`src/rtl/conv_window_buffer.sv`:
```
// conv_window_buffer: streaming K x K sliding-window generator.
// Raster pixels enter one per cycle. K-1 cascaded line buffers supply the
// older rows, and each complete valid-only window is emitted as one packed
// vector through a single output register.
module conv_window_buffer #(
   parameter int D_WIDTH    = 8,
   parameter int K          = 3,
   parameter int IMG_WIDTH  = 8,
   parameter int IMG_HEIGHT = 8
) (
   input  logic                     clk,
   input  logic                     rst_n,
   input  logic                     clear,
   input  logic [D_WIDTH-1:0]       in_data,
   input  logic                     in_valid,
   output logic                     in_ready,
   output logic [D_WIDTH*K*K-1:0]   out_data,
   output logic                     out_valid,
   input  logic                     out_ready,
   output logic                     frame_done
);

   localparam int CW = (IMG_WIDTH  > 1) ? $clog2(IMG_WIDTH)  : 1;
   localparam int RW = (IMG_HEIGHT > 1) ? $clog2(IMG_HEIGHT) : 1;

   localparam logic [CW-1:0] COL_LAST  = CW'(IMG_WIDTH - 1);
   localparam logic [CW-1:0] COL_WIN   = CW'(K - 1);
   localparam logic [RW-1:0] ROW_LAST  = RW'(IMG_HEIGHT - 1);
   localparam logic [RW-1:0] ROW_PRE   = RW'(K - 2);

   typedef enum logic {FILL, STREAM} state_t;

   state_t               r_state;
   logic [CW-1:0]        r_col;
   logic [RW-1:0]        r_row;
   logic [D_WIDTH-1:0]   r_lb  [K-1][IMG_WIDTH];
   logic [D_WIDTH-1:0]   r_win [K][K];

   logic [D_WIDTH-1:0]     w_win_next [K][K];
   logic [D_WIDTH*K*K-1:0] w_pack;
   logic                   w_accept;
   logic                   w_produce;
   logic                   w_col_last;
   logic                   w_row_last;

   assign in_ready   = !out_valid || out_ready;
   assign w_accept   = in_valid && in_ready && !clear;
   assign w_col_last = (r_col == COL_LAST);
   assign w_row_last = (r_row == ROW_LAST);
   assign w_produce  = w_accept && (r_state == STREAM) && (r_col >= COL_WIN);

   // Next window: shift every row left, load new right column
   // (line-buffer tails oldest row first, then the incoming pixel).
   always_comb begin
      w_win_next = r_win;
      for (int unsigned r = 0; r < K; r++) begin
         for (int unsigned c = 0; c < K - 1; c++) begin
            w_win_next[r][c] = r_win[r][c+1];
         end
      end
      for (int unsigned r = 0; r < K - 1; r++) begin
         w_win_next[r][K-1] = r_lb[K-2-r][IMG_WIDTH-1];
      end
      w_win_next[K-1][K-1] = in_data;
   end

   // Flatten the next window so element r*K+c sits at slice r*K+c.
   always_comb begin
      w_pack = '0;
      for (int unsigned r = 0; r < K; r++) begin
         for (int unsigned c = 0; c < K; c++) begin
            w_pack[(r*K+c)*D_WIDTH +: D_WIDTH] = w_win_next[r][c];
         end
      end
   end

   // Cascaded row FIFOs; buffer j's tail feeds buffer j+1's head.
   always_ff @(posedge clk) begin
      if (w_accept) begin
         r_lb[0][0] <= in_data;
         for (int unsigned j = 1; j < K - 1; j++) begin
            r_lb[j][0] <= r_lb[j-1][IMG_WIDTH-1];
         end
         for (int unsigned j = 0; j < K - 1; j++) begin
            for (int unsigned i = 1; i < IMG_WIDTH; i++) begin
               r_lb[j][i] <= r_lb[j][i-1];
            end
         end
      end
   end

   // Window register advances on every accepted pixel.
   always_ff @(posedge clk) begin
      if (w_accept) begin
         r_win <= w_win_next;
      end
   end

   // Position counters, FILL/STREAM control and registered outputs.
   always_ff @(posedge clk or negedge rst_n) begin
      if (!rst_n) begin
         r_state    <= FILL;
         r_col      <= '0;
         r_row      <= '0;
         out_valid  <= 1'b0;
         out_data   <= '0;
         frame_done <= 1'b0;
      end else if (clear) begin
         r_state    <= FILL;
         r_col      <= '0;
         r_row      <= '0;
         out_valid  <= 1'b0;
         frame_done <= 1'b0;
      end else begin
         frame_done <= w_accept && w_col_last && w_row_last;
         if (w_produce) begin
            out_data  <= w_pack;
            out_valid <= 1'b1;
         end else if (out_ready) begin
            out_valid <= 1'b0;
         end
         if (w_accept) begin
            if (w_col_last) begin
               r_col <= '0;
               if (w_row_last) r_row <= '0;
               else            r_row <= r_row + 1'b1;
            end else begin
               r_col <= r_col + 1'b1;
            end
            case (r_state)
               FILL:   if (w_col_last && (r_row == ROW_PRE)) r_state <= STREAM;
               STREAM: if (w_col_last && w_row_last)         r_state <= FILL;
               default: r_state <= FILL;
            endcase
         end
      end
   end

endmodule

```
`config.mk`:
```
export PLATFORM = sky130hd
export DESIGN_NAME = conv_window_buffer
export DESIGN_NICKNAME = d
export VERILOG_FILES = /design/src/rtl/conv_window_buffer.sv
export SDC_FILE = /design/constraint.sdc
export NUM_CORES = 1
export LEC_CHECK = 0
export CORE_MARGIN = 2
export CORE_UTILIZATION = 25
export CTS_BUF_LIST = sky130_fd_sc_hd__clkbuf_8 sky130_fd_sc_hd__clkbuf_16
export CTS_CLUSTER_DIAMETER = 80
export CTS_CLUSTER_SIZE = 40
export DETAILED_ROUTE_END_ITERATION = 16
export REMOVE_ABC_BUFFERS = 1
export SETUP_SLACK_MARGIN = 0.02
export SLEW_MARGIN = 20
export SYNTH_ARGS = -nofsm -noshare
export SYNTH_HDL_FRONTEND = slang
export SYNTH_SLANG_ARGS = --single-unit
```
`constraint.sdc`:
```
create_clock -name clk -period 9.3 [get_ports clk]
set_input_delay 0.93 -clock clk [delete_from_list [all_inputs] [get_ports clk]]
set_output_delay 0.93 -clock clk [all_outputs]
set_load 0.1 [all_outputs]
```
-- Word level (Yosys, flattened, before mapping)
Memories as Yosys holds them, arrays and structs flattened.
Index checks and enable logic that the tools add are counted.
- register bits: 129
- memory bits (writable): 128
- input bits: 13
- output and inout bits: 75
- logic and storage cells: 55
- memories: 1
- add/subtract/negate cells: 2
- magnitude comparators: 1
- eq/ne operators: 3
- muxes and demuxes: 18
- bitwise operators: 2
- reduce and logical (&&, ||, !) cells: 16
- memories (memory ; words ; bits a word ; read ports ; clocked after memory_dff ; wr ports ; RTL line ; text):
    r_lb ; 2 ; 64 ; 2 ; 0 ; 2 ; 36 ; logic [D_WIDTH-1:0] r_lb [K-1][IMG_WIDTH];
- operator list (kind ; count):
    2-to-1 mux 3 bit ; 7
    2-to-1 mux 1 bit ; 10
    logical AND 1 bit ; 8
    adder 3 x 1 -> 3 bit, second input constant ; 2
    equality test 3 bit, second input constant ; 2
    AND reduction 2 bit ; 2
    nonzero test 2 bit ; 2
    equality test 3 x 1 -> 1 bit, second input constant ; 1
    >= comparator 3 x 2 -> 1 bit, second input constant ; 1
    nonzero test 3 bit ; 1
    zero test 1 bit ; 2
    inverter 1 bit ; 2
    case mux 1 bit (2 select lines) ; 1
    logical OR 1 bit ; 1

-- Depth between registers and ports, before layout
- word-level depth: 8
- mapped depth: 5
- depth with buffers taken out: 5

-- Worst setup path after synthesis
OpenSTA, ideal clock, no wires.
- path type: register to register
- start: register out_valid
- end: memory r_lb[0][0] (netlist bit) (enable)
- setup time: 0.650 ns
- arrival: 7.800 ns
- setup slack: 0.850 ns
- cell stages (with the launch flop): 6
- path through: dfrtp_1 -> nor2b_1 -> buf_2 -> clkinv_1 -> nand2_1 -> nor2_1
- RTL lines (what ; RTL line ; text):
    start: declaration ; 18 ; output logic out_valid,
    start signal: assignment ; 105 ; out_valid <= 1'b0;
    start signal: assignment ; 112 ; out_valid <= 1'b0;
    start signal: assignment ; 118 ; out_valid <= 1'b1;
    end: declaration ; 36 ;

-- Final worst setup path
- start: input port out_ready
- end: output port in_ready
- cells in the longest elaborated chain, start to end: 1
- RTL lines (what ; RTL line ; text):
    start: declaration ; 19 ; input logic out_ready,
    logical OR 1 bit ; 46 ; assign in_ready = !out_valid || out_ready;
    end: declaration ; 16 ; output logic in_ready,
Every way passes these cells.

==> metrics.md <==
| Metric | Value |
|---|---|
| Mean Syn Cell Area | 21.7 sq um |
| Worst VDD drop | 0.117 mV |
| Routed via count | 3348 |
| Diode count | 0 |
| Minimum clock period | approximately 4.3 ns |
| Wirelength per Cell | 14.1 um |
| Share of cells above drive strength 1 | a little over a fifth |
| Layout area overhead | 24.4% |
| CTS Buffer Depth | 3 |
| Largest stage delay, worst path | 1.07 ns |
| Max-cap violation count | 0 |
| Register area share after synthesis | 84.5% |
| Htree depth | 1 |
| Yosys reg bits | approximately 230 |
| Mapped cell area | 7510 sq um |
| Post-DP HPWL | 7070 um |
| Setup-failing EPs final | 0 |
| TritonCTS clock tree | built |
| DRC errors left | 0 |
| Tcrit/Tclk final | 46.7% |
| DIE AREA | approximately 31000 sq um |
| Commonest non-fill, non-tap cell in the layout | edfxtp_1 |
| WHS | approximately 0.39 ns |
| All-Layer GR Usage | 7.59% |
| Setup Fix Bufs, Post-CTS | 0 |
| Synth unique cells | 25 |
| Yosys top cell by area | edfxtp_1 |
| Routed Antenna Nets | 0 |
| Worst Skew | just over 0.03 ns |
| Req. time, crit path | 8.37 ns |
| Outcome | finished clean |
| First-pass detailed-route iteration total | 4 |
| Crit path cell chain | clkdlybuf4s50_1 -> nor2b_1 -> clkinv_1 -> clkdlybuf4s50_1 |
| Vias per cell | 3.99 |
| Fin. Hold Viols | 0 |
| Crit Path Class | input pin to output port |
| Most frequent cells in the layout | edfxtp_1 (144), clkdlybuf4s50_1 (86), dfrtp_1 (81) |
| Setup slack after layout | ~5 ns |
| Largest net degree at the start of global routing | 74 |
| Final Cell Area | 9350 sq um |
| CP max FO | 10 |
| Setup crit end kind | output port |
| Critical path arrival | 3.42 ns |
| Cells after DPL | 819 |
| CP bufs+invs | 3 |
| RSZ-0062 raised after global routing | no |
| Final RePlAce weighted congestion | around 0.71 |
| Final Non-Filler Cells | between 800 and 900 |
| Total global routing overflow | 0 |
| Highest clock rate | 230 MHz |
| Worst-skew pair later-pin latency | 0.50 ns |
| Die height | around 180 um |
| Starting density of the core | 25.4% |
| Slew Viols, Final | 0 |
| Post-CTS Resized | 0 |
| Leak pwr | 3.53 nW |
| Inserted Clock Buffers | 13 |
| Top post-synthesis cells by area | edfxtp_1 (58%), dfrtp_1 (27%), mux2_2 (10%) |
| Placed Area | 8830 sq um |
| Vias in the first global route | around 3600 |
| Clock root cell | clkbuf_16 |
| Core area | slightly below 30000 sq um |
| Setup TNS | 0 ns |
| Cells after Synth | 346 |
| Synth top area share | 57.6% |
| Die X | 177 um |
| First-pass GRT wire length | 19100 um |
| Port-buffer cells | 87 |
| Clk slew on worst S/H paths | around 0.13 ns |
| Final core occ | 31.5% |
| Slew Limit Headroom | 30.0% |
| Worst slew pin tran | 1.05 ns |
| Pwr Total | 1.84 mW |
| Total Nets Final | between 400 and 500 |
| CTS Sinks | 225 |
| Ys Warns | 0 |
| Power per cell area | between 150 and 200 nW/um^2 |
| Slowest CP cell | clkdlybuf4s50_1 |
| Dpl ws | 4.99 ns |
| Largest delay contributor family on the critical path | buffers and inverters |
| I/O pin cnt | 88 |
| Hold bufs inserted after CTS | 0 |
| Worst reg-to-reg setup slack | 6.16 ns |
| Initial antenna violation count | 0 |
| Hold Path Class | input pin to async pin |
| Worst setup SP type | input pin |
| Most used cell, CP | clkdlybuf4s50_1 |
| Row cnt | 63 |
| Final wirelength | 11900 um |
| 1st-iter DRT viols | 253 |
## flip-flops by register name (all words and copies together), names as in the netlist
signal      count
r_lb           99
out_data       72
r_win          45
r_col           3
r_row           3
frame_done      1
out_valid       1
r_state         1
## cells by family (layout without fill, tap and decap cells)
kind of cell	count (synthesis)	in the layout	share of synthesized area (%)
flops	225	225	84.5
mux	72	72	10.8
simple gates	15	15	1.30
fa+ha+maj	5	5	0.833
buf+inv	13	117	1.37
compound gates	16	16	1.18
## cell type report
| type | instances | area [sq um] |
|---|---|---|
| repair buffers | 92 | 906 |
| flip-flops and latches | 225 | 6350 |
| clock buffers | 13 | 325 |
| clock inverters | 8 | 193 |
| inverters | 4 | 15.0 |
| multi-input cells | 108 | 1070 |
| well taps | 390 | 488 |
| fillers | 2905 | 20300 |
## metal layers
| layer | vias up | global-route usage, % | part of all wire, % |
|---|---|---|---|
| met5 | - | 0 | 0 |
| met3 | 24 | 2.70 | 8.0 |
| met1 | 1721 | 9.53 | 44 |
| li1 | 1494 | - | - |
| met4 | 0 | 2.49 | 2.6 |
| met2 | 109 | 12.2 | 45 |
## worst reg2reg max path, cell delays in order, from the launching register on
cell and delay, ns:
dfrtp_1 0.39, nor2b_1 0.25, clkinv_1 0.20, nand2_1 0.14
nor2_4 0.10, buf_4 0.75, buf_4 0.87
## power breakdown
part	switching, mW	leakage [nW]	total (mW)	internal, mW
sequential	0.00842	2.48	1.10	1.09
clock	0.393	0.240	0.695	0.301
combinational	0.0339	0.814	0.0434	0.00949
total	0.436	3.53	1.84	1.41
## worst paths after layout
path                       cells after the start           end   startpoint
min in group clk                               0   r_lb[0][38]  r_lb[0][46]
hold reg to reg                                0   r_lb[0][38]  r_lb[0][46]
setup / recovery                               4      in_ready    out_ready
hold / removal                                 1  out_data[67]        rst_n
setup reg to reg                               6   r_lb[1][17]    out_valid
max in group asynchronous                      2   out_data[8]        rst_n
## cell usage after synthesis
master / number
mux2_1: 5
nand3_1: 2
nand4_1: 1
nor2_1: 2
nand4b_1: 1
mux2_2: 67
edfxtp_1: 144
o21ai_0: 6
buf_6: 7
ha_1: 5
nand2_1: 3
clkbuf_1: 1
and2_1: 1
nor4_4: 1
o31ai_1: 1
or4_1: 2
dfrtp_1: 81
clkinv_1: 1
nor3_1: 1
nor2b_1: 1
inv_1: 3
a311oi_1: 1
buf_2: 1
a21oi_1: 7
o21bai_1: 1
(Power assumes the default switching activity.)
